[src/rtl/spi_mem_loader_pkg.sv]
// Shared types and frame-geometry helpers for the serial memory loader.
package spi_mem_loader_pkg;

    typedef enum logic [1:0] {
        IDLE    = 2'd0,
        RECV    = 2'd1,
        DISCARD = 2'd2
    } state_t;

    localparam logic CMD_WRITE = 1'b1;
    localparam logic CMD_READ  = 1'b0;

    function automatic int clog2(input int value);
        int r = 0;
        for (int i = 0; i < 31; i++)
            if ((1 << i) < value) r = i + 1;
        return r;
    endfunction

    // cmd bit + address + data
    function automatic int wr_len(input int addr_w, input int data_w);
        return 1 + addr_w + data_w;
    endfunction

    // a read carries one extra turnaround bit before the data phase
    function automatic int rd_len(input int addr_w, input int data_w);
        return wr_len(addr_w, data_w) + 1;
    endfunction

endpackage

[src/rtl/spi_mem_loader_if.sv]
// Memory-side port bundle: one-hot write/read strobes, address, write data
// and the flattened asynchronous read data of every target.
interface spi_mem_loader_if #(
    parameter int DATA_W    = 8,
    parameter int ADDR_W    = 4,
    parameter int N_TARGETS = 2
);
    logic [N_TARGETS-1:0]        mem_wr_en;
    logic [N_TARGETS-1:0]        mem_rd_en;
    logic [ADDR_W-1:0]           mem_addr;
    logic [DATA_W-1:0]           mem_wdata;
    logic [N_TARGETS*DATA_W-1:0] mem_rdata;

    modport master (output mem_wr_en, mem_rd_en, mem_addr, mem_wdata, input mem_rdata);
    modport slave  (input mem_wr_en, mem_rd_en, mem_addr, mem_wdata, output mem_rdata);
endinterface

[src/rtl/spi_mem_loader_shift_reg.sv]
// MSB-first shift register with parallel load (load wins over shift).
module loader_shift_reg #(
    parameter int WIDTH = 8
) (
    input  logic             clk,
    input  logic             rst,
    input  logic             shift_en,
    input  logic             ser,
    input  logic             load,
    input  logic [WIDTH-1:0] load_data,
    output logic [WIDTH-1:0] q,
    output logic             msb
);
    always_ff @(posedge clk) begin
        if (rst)           q <= '0;
        else if (load)     q <= load_data;
        else if (shift_en) q <= {q[WIDTH-2:0], ser};
    end

    assign msb = q[WIDTH-1];
endmodule

[src/rtl/spi_mem_loader.sv]
// Framed one-bit-per-clock loader: writes and reads back N_TARGETS memories
// selected by active-low chip selects, with frame checking and a processor lock.
module spi_mem_loader
    import spi_mem_loader_pkg::*;
#(
    parameter int DATA_W    = 8,
    parameter int ADDR_W    = 4,
    parameter int N_TARGETS = 2,
    parameter int CNT_W     = 8
) (
    input  logic                 clk,
    input  logic                 rst,
    input  logic [N_TARGETS-1:0] cs_n,
    input  logic                 mosi,
    output logic                 miso,
    output logic                 miso_oe,
    input  logic                 lock_in,
    spi_mem_loader_if.master     mem,
    output logic                 frame_done,
    output logic                 frame_err,
    output logic [CNT_W-1:0]     ok_cnt
);
    localparam int WR_LEN = wr_len(ADDR_W, DATA_W);
    localparam int RD_LEN = rd_len(ADDR_W, DATA_W);
    localparam int BC_W   = clog2(RD_LEN);
    localparam logic [BC_W-1:0] ADDR_LAST = BC_W'(ADDR_W);
    localparam logic [BC_W-1:0] TURN      = BC_W'(ADDR_W + 1);
    localparam logic [BC_W-1:0] WR_LAST   = BC_W'(WR_LEN - 1);
    localparam logic [BC_W-1:0] RD_LAST   = BC_W'(RD_LEN - 1);

    state_t               state_q, state_d;
    logic [BC_W-1:0]      cnt_q, cnt_d;
    logic [N_TARGETS-1:0] sel_q, sel_d, wr_en_q, wr_en_d, rd_en_q, rd_en_d;
    logic                 cmd_q, cmd_d;
    logic [ADDR_W-1:0]    addr_q, addr_d;
    logic [DATA_W-1:0]    wdata_q, wdata_d, rdata_sel, tx_data;
    logic                 oe_q, oe_d, done_d, err_d;
    logic [CNT_W-1:0]     ok_d;
    logic                 any_low, one_low, same_sel, start;
    logic                 rx_shift, tx_shift, tx_load;
    logic [WR_LEN-2:0]    rx_q;
    logic [WR_LEN-1:0]    frame;
    logic [DATA_W-1:0]    tx_unused;
    logic                 rx_msb_unused, frame_unused;

    assign any_low  = |(~cs_n);
    assign one_low  = $onehot(~cs_n);
    assign same_sel = (cs_n == ~sel_q);
    // the bit on mosi this cycle completes the word held in the rx shifter
    assign frame        = {rx_q, mosi};
    assign frame_unused = frame[WR_LEN-1];

    loader_shift_reg #(.WIDTH(WR_LEN - 1)) rx_shifter (
        .clk, .rst, .shift_en(rx_shift), .ser(mosi), .load(1'b0),
        .load_data('0), .q(rx_q), .msb(rx_msb_unused)
    );

    // tx drains with zeros, so miso idles low once the data phase is over
    loader_shift_reg #(.WIDTH(DATA_W)) tx_shifter (
        .clk, .rst, .shift_en(tx_shift), .ser(1'b0), .load(tx_load),
        .load_data(tx_data), .q(tx_unused), .msb(miso)
    );

    always_comb begin
        rdata_sel = '0;
        for (int k = 0; k < N_TARGETS; k++)
            if (sel_q[k]) rdata_sel = rdata_sel | mem.mem_rdata[k*DATA_W +: DATA_W];
    end

    always_comb begin
        state_d  = state_q;
        cnt_d    = cnt_q;
        sel_d    = sel_q;
        cmd_d    = cmd_q;
        wr_en_d  = '0;
        rd_en_d  = '0;
        addr_d   = addr_q;
        wdata_d  = wdata_q;
        oe_d     = oe_q;
        done_d   = 1'b0;
        err_d    = 1'b0;
        start    = 1'b0;
        rx_shift = 1'b0;
        tx_shift = 1'b0;
        tx_load  = 1'b0;
        tx_data  = '0;
        case (state_q)
            IDLE: start = 1'b1;
            RECV: begin
                if (cnt_q == '0) begin
                    start = 1'b1;
                end else if (!any_low || !same_sel) begin
                    // aborted mid-frame: no strobes, clear any pending read-out
                    err_d   = 1'b1;
                    state_d = any_low ? DISCARD : IDLE;
                    cnt_d   = '0;
                    oe_d    = 1'b0;
                    tx_load = 1'b1;
                end else begin
                    rx_shift = 1'b1;
                    cnt_d    = cnt_q + 1'b1;
                    if (cmd_q == CMD_WRITE && cnt_q == WR_LAST) begin
                        cnt_d   = '0;
                        wr_en_d = sel_q;
                        addr_d  = frame[DATA_W +: ADDR_W];
                        wdata_d = frame[DATA_W-1:0];
                        done_d  = 1'b1;
                    end
                    if (cmd_q == CMD_READ) begin
                        if (cnt_q == ADDR_LAST) begin
                            rd_en_d = sel_q;
                            addr_d  = frame[ADDR_W-1:0];
                        end
                        if (cnt_q == TURN) begin
                            tx_load = 1'b1;
                            tx_data = rdata_sel;
                            oe_d    = 1'b1;
                        end
                        if (cnt_q > TURN) tx_shift = 1'b1;
                        if (cnt_q == RD_LAST) begin
                            cnt_d  = '0;
                            oe_d   = 1'b0;
                            done_d = 1'b1;
                        end
                    end
                end
            end
            DISCARD: if (!any_low) state_d = IDLE;
            default: state_d = IDLE;
        endcase

        // frame start, both from IDLE and at a back-to-back frame boundary
        if (start) begin
            if (!any_low) begin
                state_d = IDLE;
            end else if (!one_low || lock_in) begin
                err_d   = 1'b1;
                state_d = DISCARD;
            end else begin
                state_d  = RECV;
                sel_d    = ~cs_n;
                cmd_d    = mosi;
                rx_shift = 1'b1;
                cnt_d    = BC_W'(1);
            end
        end

        ok_d = (done_d && ok_cnt != '1) ? ok_cnt + 1'b1 : ok_cnt;
    end

    always_ff @(posedge clk) begin
        if (rst) begin
            state_q    <= any_low ? DISCARD : IDLE;
            cnt_q      <= '0;
            sel_q      <= '0;
            cmd_q      <= 1'b0;
            wr_en_q    <= '0;
            rd_en_q    <= '0;
            addr_q     <= '0;
            wdata_q    <= '0;
            oe_q       <= 1'b0;
            frame_done <= 1'b0;
            frame_err  <= 1'b0;
            ok_cnt     <= '0;
        end else begin
            state_q    <= state_d;
            cnt_q      <= cnt_d;
            sel_q      <= sel_d;
            cmd_q      <= cmd_d;
            wr_en_q    <= wr_en_d;
            rd_en_q    <= rd_en_d;
            addr_q     <= addr_d;
            wdata_q    <= wdata_d;
            oe_q       <= oe_d;
            frame_done <= done_d;
            frame_err  <= err_d;
            ok_cnt     <= ok_d;
        end
    end

    assign mem.mem_wr_en = wr_en_q;
    assign mem.mem_rd_en = rd_en_q;
    assign mem.mem_addr  = addr_q;
    assign mem.mem_wdata = wdata_q;
    assign miso_oe       = oe_q;
endmodule

[src/flat_wrapper.sv]
// flat-port wrapper written by rule: the top's interface ports become plain ports
module spi_mem_loader_flat import spi_mem_loader_pkg::*;
#(
    parameter int DATA_W    = 8,
    parameter int ADDR_W    = 4,
    parameter int N_TARGETS = 2,
    parameter int CNT_W     = 8
)
  (clk, rst, cs_n, mosi, miso, miso_oe, lock_in, frame_done, frame_err, ok_cnt, mem_mem_wr_en, mem_mem_rd_en, mem_mem_addr, mem_mem_wdata, mem_mem_rdata);
  spi_mem_loader_if #(.DATA_W(DATA_W), .ADDR_W(ADDR_W), .N_TARGETS(N_TARGETS)) mem_i ();
  input  logic clk;
  input  logic rst;
  input  logic [N_TARGETS-1:0] cs_n;
  input  logic mosi;
  output logic miso;
  output logic miso_oe;
  input  logic lock_in;
  output logic frame_done;
  output logic frame_err;
  output logic [CNT_W-1:0] ok_cnt;
  output wire logic [$bits(mem_i.mem_wr_en)-1:0] mem_mem_wr_en;
  output wire logic [$bits(mem_i.mem_rd_en)-1:0] mem_mem_rd_en;
  output wire logic [$bits(mem_i.mem_addr)-1:0] mem_mem_addr;
  output wire logic [$bits(mem_i.mem_wdata)-1:0] mem_mem_wdata;
  input wire logic [$bits(mem_i.mem_rdata)-1:0] mem_mem_rdata;
  assign mem_mem_wr_en = mem_i.mem_wr_en;
  assign mem_mem_rd_en = mem_i.mem_rd_en;
  assign mem_mem_addr = mem_i.mem_addr;
  assign mem_mem_wdata = mem_i.mem_wdata;
  assign mem_i.mem_rdata = mem_mem_rdata;
  spi_mem_loader #(.DATA_W(DATA_W), .ADDR_W(ADDR_W), .N_TARGETS(N_TARGETS), .CNT_W(CNT_W)) u_core (.clk(clk), .rst(rst), .cs_n(cs_n), .mosi(mosi), .miso(miso), .miso_oe(miso_oe), .lock_in(lock_in), .mem(mem_i), .frame_done(frame_done), .frame_err(frame_err), .ok_cnt(ok_cnt));
endmodule
[config.mk]
export PLATFORM = sky130hd
export DESIGN_NAME = spi_mem_loader_flat
export DESIGN_NICKNAME = d
export VERILOG_FILES = /design/src/rtl/spi_mem_loader_pkg.sv /design/src/rtl/spi_mem_loader_if.sv /design/src/rtl/spi_mem_loader_shift_reg.sv /design/src/rtl/spi_mem_loader.sv /design/src/flat_wrapper.sv
export SDC_FILE = /design/constraint.sdc
export NUM_CORES = 1
export LEC_CHECK = 0
export CELL_PAD_IN_SITES_DETAIL_PLACEMENT = 0
export CELL_PAD_IN_SITES_GLOBAL_PLACEMENT = 2
export CORE_ASPECT_RATIO = 2
export CORE_MARGIN = 4
export CORE_UTILIZATION = 29
export CTS_CLUSTER_DIAMETER = 150
export CTS_CLUSTER_SIZE = 28
export DETAILED_ROUTE_END_ITERATION = 10
export HOLD_SLACK_MARGIN = 0.12
export PLACE_DENSITY_LB_ADDON = 0.1
export SYNTH_ARGS = -nofsm -noshare
export SYNTH_HDL_FRONTEND = slang
export SYNTH_HIERARCHICAL = 1
export SYNTH_SLANG_ARGS = --single-unit
[constraint.sdc]
create_clock -name clk -period 2.3 [get_ports clk]
set_input_delay 0.23 -clock clk [delete_from_list [all_inputs] [get_ports clk]]
set_output_delay 0.23 -clock clk [all_outputs]
set_load 0.02 [all_outputs]
# Word level (Yosys, flattened, before mapping)
# Index checks and enable logic that the tools add are counted.
# W data, S select, Z words.
dict set report classes {
  n_eq_ne 14
  magnitude_cmp 1
  bitwise_logic 9
  addsub 3
  mux 64
  reduce_logical 19
}
# operator n
set ops {}
lappend ops {{$mux W8} 9}
lappend ops {{$mux W4} 12}
lappend ops {{$mux W1} 33}
lappend ops {{$mux W2} 8}
lappend ops {{$reduce_and A4 Y1} 3}
lappend ops {{$add A8 B1 Y8 const B} 1}
lappend ops {{$eq A4 B3 Y1 const B} 2}
lappend ops {{$eq A4 B4 Y1 const B} 2}
lappend ops {{$ne A8 B8 Y1 const B} 1}
lappend ops {{$or A8 B8 Y8} 1}
lappend ops {{$not A1 Y1} 6}
lappend ops {{$pmux W2 S3} 1}
lappend ops {{$reduce_and A3 Y1} 2}
lappend ops {{$reduce_or A6 Y1} 1}
lappend ops {{$reduce_or A5 Y1} 1}
lappend ops {{$add A4 B1 Y4 const B} 1}
lappend ops {{$eq A2 B1 Y1 const B} 2}
lappend ops {{$gt A4 B3 Y1 const B} 1}
lappend ops {{$logic_not A4 Y1} 1}
lappend ops {{$ne A4 B2 Y1 const B} 1}
lappend ops {{$ne A4 B3 Y1 const B} 1}
lappend ops {{$ne A4 B4 Y1 const B} 1}
lappend ops {{$not A2 Y2} 2}
lappend ops {{$logic_not A1 Y1} 3}
lappend ops {{12 further kinds} 14}
dict set report totals {
  word_cells 124
  out_inout_bits 28
  regBits 55
}

# Logic depth before layout (Yosys ltp)
dict set report depth {
  ltp_word 11
  ltp_mapped 10
}

# Hierarchy
# Netlist, hierarchy kept.
# module cells_per_inst instances area_each_um2
set by_module_without_submodules {}
lappend by_module_without_submodules {spi_mem_loader 211 1 1795.5}
lappend by_module_without_submodules {{loader_shift_reg at u_core.rx_shifter} 54 1 610.6}
lappend by_module_without_submodules {{loader_shift_reg at u_core.tx_shifter} 36 1 376.6}

# Least setup slack after synthesis
# Ideal clock, no wire load.
dict set report synth_path {
  kind {register -> register}
  from {reg u_core.cnt_q[0]}
  to {reg u_core.rx_shifter.q[0]}
  stages_incl_launch_ff 10
  t_arrival_ns 2.269
  synth_period_minus_slack_ns 2.415
  t_required_ns 2.154
  path_slack_ns -0.115
  setup_ns 0.146
  path_cell_list {dfxtp_1 > inv_1 > ha_1 > or3b_1 > a211oi_1 > nor3b_4 > or2_2 > buf_6 > mux2i_1 > a211oi_2}
}
dict set report synth_via {
  elab_chain_len 6
  elab_cells_between_ends 8
  classes_between {mux: 7; reduce/logical: 1}
}
# element line
set synth_rtl {}
lappend synth_rtl {{start: declaration} spi_mem_loader.sv:32} ;# logic [BC_W-1:0] cnt_q, cnt_d;
lappend synth_rtl {{start signal: assignment} spi_mem_loader.sv:167} ;# cnt_q <= cnt_d;
lappend synth_rtl {{$logic_not A4 Y1 *} spi_mem_loader.sv:90} ;# if (cnt_q == '0) begin
lappend synth_rtl {{$mux W1} spi_mem_loader.sv:90}
lappend synth_rtl {{$mux W1} spi_mem_loader.sv:87} ;# case (state_q)
lappend synth_rtl {{$mux W1} spi_mem_loader.sv:136} ;# end else if (!one_low || lock_in) begin
lappend synth_rtl {{$mux W1} spi_mem_loader.sv:134} ;# if (!any_low) begin
lappend synth_rtl {{$mux W1 *} spi_mem_loader.sv:133} ;# if (start) begin
lappend synth_rtl {{named net u_core.rx_shift} spi_mem_loader.sv:40} ;# logic rx_shift, tx_shift, tx_load;
lappend synth_rtl {{end signal: assignment} spi_mem_loader_shift_reg.sv:16} ;# else if (load) q <= load_data;
lappend synth_rtl {{end signal: assignment} spi_mem_loader_shift_reg.sv:17} ;# else if (shift_en) q <= {q[WIDTH-2:0], ser};
lappend synth_rtl {{end: declaration} spi_mem_loader_shift_reg.sv:11} ;# output logic [WIDTH-1:0] q,
# The timed path passes the listed nets; every way through them passes the cells marked *.
# A chain may end at the register's enable or synchronous reset.

# Final worst setup path
dict set report layout_path {
  from {reg u_core.cnt_q[1]}
  to {reg u_core.rx_shifter.q[8]}
}
# The elaborated chain is that of the path after synthesis.

==> results.sh <==
export IMPL_status="finished clean"
export IMPL_clock_sinks=55
export IMPL_std_cell_rows=49
export IMPL_wl_per_cell_um=15.8
export IMPL_drive_above_1_share_pct=17.8
export IMPL_critPathMaxFanout=6
export IMPL_holdCritStartpoint="rst"
export IMPL_grt_max_degree=32
export IMPL_drc=0
export IMPL_critPathMaxStageDelay_ns=0.39
export IMPL_area_growth_pct=37.0
export IMPL_dpl_cell_area_um2=3530
export IMPL_core_um2=9070
export IMPL_leakage_nw=1.36
export IMPL_vias_per_cell=4.97
export IMPL_cts_root_buffer="clkbuf_16"
export IMPL_hold_buffers=0
export IMPL_dieHeight_um=145
export IMPL_htreeDepth=2
export IMPL_antenna_found_initial=0
export IMPL_avgSynthCellArea_um2=9.23
export IMPL_hold_end="u_core/mem.mem_addr[3]$_SDFFE_PP0P_"
export IMPL_tightest_slew_ns=0.633
export IMPL_cap_viol_max_count=0
export IMPL_grt_pass1_vias=2405
export IMPL_antennaDiodeCount=0
export IMPL_die_area_um2=11100
export IMPL_num_fill_cells=942
export IMPL_syn_instance_count=295
export IMPL_cp_cell_sequence="inv_2 -> ha_4 -> or3b_4 -> a211oi_2 -> nor3b_4 -> or2_4 -> mux2i_2 -> a211oi_2"
export IMPL_ys_warn_count=6
export IMPL_routed_wl_um=7680
export IMPL_final_cells=485
export IMPL_regArea_um2=1130
export IMPL_final_setup_tns_ns=0
export IMPL_nNetsFinal=410
export IMPL_finish_instance_area_um2=3730
export IMPL_placed_cells=471
export IMPL_cpMaxStageDelayCell="or3b_4"
export IMPL_setup_viol=0
export IMPL_worstHoldPathType="in2reg"
export IMPL_grt_use_total_pct=14.2
export IMPL_numPortBuffers=49
export IMPL_reg2reg_depth=8
export IMPL_start_util_pct=30.0
export IMPL_dieWidth_um=76.5
export IMPL_crit_path_start_kind="register"
export IMPL_r2r_slack_ns=0.02
export IMPL_drtAntennaViolNets=0
export IMPL_r2r_start="u_core/cnt_q[1]$_SDFF_PP0_"
export IMPL_hold_path_cell_count=2
export IMPL_drtIter0Drc=100
export IMPL_cts_clk_slew_worst_paths_ns=0.07
export IMPL_hold_viol=0
export IMPL_clk_latency_ns=0.29
export IMPL_hold_slack_ns=0.431
export IMPL_dr_total_vias=2409
export IMPL_post_dp_hpwl_um=5820
export IMPL_rr_endpoint="u_core/rx_shifter/q[8]$_SDFFE_PP0P_"
export IMPL_critPathKind="reg2reg"
export IMPL_grt_setup_unrepaired="yes"
export IMPL_fin_skew_ns=0.00437
export IMPL_cp_arrival_ns=2.43
export IMPL_required_ns=2.46
export IMPL_finalCriticalPeriod_ns=2.28
export IMPL_first_pass_iters=4
export IMPL_power_density_nw_per_um2=540
export IMPL_cts_max_path_buffers=2
export IMPL_grt_pass1_wl_um=12600
export IMPL_slew_viol_final=0
export IMPL_slew_limit_headroom_pct=57.8
export IMPL_critPathCaptureType="register"
export IMPL_ios=50
export IMPL_clock_fmax_mhz=439
export IMPL_vdd_ir_drop_max_mv=0.435
export IMPL_grt_overflow=0
export IMPL_cts_tree="built"
export IMPL_critPathMostFrequentCell="a211oi_2"
export IMPL_netlist_area_um2=2720
export IMPL_routabilityCongestion=0.723
export IMPL_multi_input_area_um2=1560
export IMPL_fin_crit_sh_pct=99.0
export IMPL_cts_buffers=5
cells in the final DEF, fill, tap and decap left out, types with 2 or more instances in the layout:
| cell | n |
|---|---|
| edfxtp_1 | 2 |
| clkdlybuf4s50_1 | 48 |
| o21ai_0 | 3 |
| a211oi_1 | 12 |
| conb_1 | 15 |
| or2_4 | 2 |
| or3_1 | 4 |
| nand2_1 | 16 |
| ha_1 | 5 |
| xor2_1 | 3 |
| nand3_1 | 15 |
| buf_4 | 33 |
| and3_1 | 4 |
| a211oi_2 | 11 |
| nand4_1 | 2 |
| or4_1 | 2 |
| nor3_1 | 3 |
| o22ai_1 | 4 |
| mux2i_1 | 21 |
| a221oi_1 | 3 |
| xnor2_1 | 2 |
| inv_2 | 2 |
| inv_1 | 7 |
| dfxtp_1 | 51 |
| clkbuf_16 | 5 |
| a21oi_1 | 15 |
| o31ai_1 | 2 |
| nand2b_1 | 2 |
| nor2_1 | 28 |
| and2_1 | 3 |
| nor2b_1 | 21 |
| a22oi_1 | 10 |
worst max-delay path: cells and delay by family, from the launching register on:
kind            cells  cell delay (ns)
simple gates        3             0.98
compound gates      2             0.36
flops               1             0.34
mux                 1             0.26
fa+ha+maj           1             0.13
buf+inv             1             0.08
layout make-up:
cell class / count / share of cell area (%)
clock buffer: 6 / 3.45
multi-input combinational: 228 / 41.9
timing repair buffer: 82 / 19.7
clock inverter: 2 / 0.335
sequential: 55 / 30.2
inverter: 10 / 1.07
tap: 102 / 3.42
power breakdown:
group	switching [mW]	leakage, nW	internal [mW]
Clock	0.348	0.0669	0.403
Sequential	0.0245	0.453	0.986
Combinational	0.122	0.842	0.132
Total	0.494	1.36	1.52
how the worst max path moves through the flow:
| stage | cells after the start | slack, ns | from | endpoint |
|---|---|---|---|---|
| CTS | 8 | 0.004 | u_core/cnt_q[0]$_SDFF_PP0_ | u_core/rx_shifter/q[8]$_SDFFE_PP0P_ |
| floorplan | 9 | 0.04 | u_core/cnt_q[0]$_SDFF_PP0_ | u_core/rx_shifter/q[0]$_SDFFE_PP0P_ |
| global route | 8 | -0.03 | u_core/cnt_q[1]$_SDFF_PP0_ | u_core/rx_shifter/q[0]$_SDFFE_PP0P_ |
| global placement | 8 | -0.04 | cs_n[1] | u_core/rx_shifter/q[5]$_SDFFE_PP0P_ |
| detailed placement | 7 | -0.09 | cs_n[1] | u_core/rx_shifter/q[8]$_SDFFE_PP0P_ |
| finish | 8 | 0.02 | u_core/cnt_q[1]$_SDFF_PP0_ | u_core/rx_shifter/q[8]$_SDFFE_PP0P_ |
metrics by stage:
stage | setup slack (ns) | util [%] | power [mW]
3_3_place_gp | -0.0447 | 38.9 | 1.27
4_1_cts | 0.00390 | 40.7 | 2.05
5_1_grt | -0.0342 | 41.1 | 2.11
2_1_floorplan | 0.0409 | - | 1.17
6_report | 0.0237 | 41.1 | 2.01
3_5_place_dp | -0.0929 | 38.9 | 1.28
sequential cells by signal, summed over array words and instances (netlist names):
| register | flops |
|---|---|
| u_core/cmd_q | 1 |
| u_core/cnt_q | 4 |
| u_core/frame_done | 1 |
| u_core/frame_err | 1 |
| u_core/mem.mem_addr | 4 |
| u_core/mem.mem_rd_en | 2 |
| u_core/mem.mem_wdata | 8 |
| u_core/mem.mem_wr_en | 2 |
| u_core/miso_oe | 1 |
| u_core/ok_cnt | 8 |
| u_core/rx_shifter/q | 11 |
| u_core/sel_q | 2 |
| u_core/state_q | 2 |
| u_core/tx_shifter/q | 8 |
layer usage:
| metal | GRT usage (%) | wire length [um] | part of all wire [%] |
|---|---|---|---|
| met1 | 13.1 | 2640 | 34 |
| met4 | 4.72 | 148 | 1.9 |
| met2 | 29.5 | 4680 | 61 |
| met5 | 0 | 0 | 0 |
| met3 | 2.73 | 211 | 2.7 |
repair_timing:
action	in CTS	in global routing
endpoints found under the setup margin	2	15
setup buffers	1	4
gates cloned	1	0
pin swaps	2	6
gates resized for setup	2	5
No activity file was read; power rests on OpenSTA's default activity.
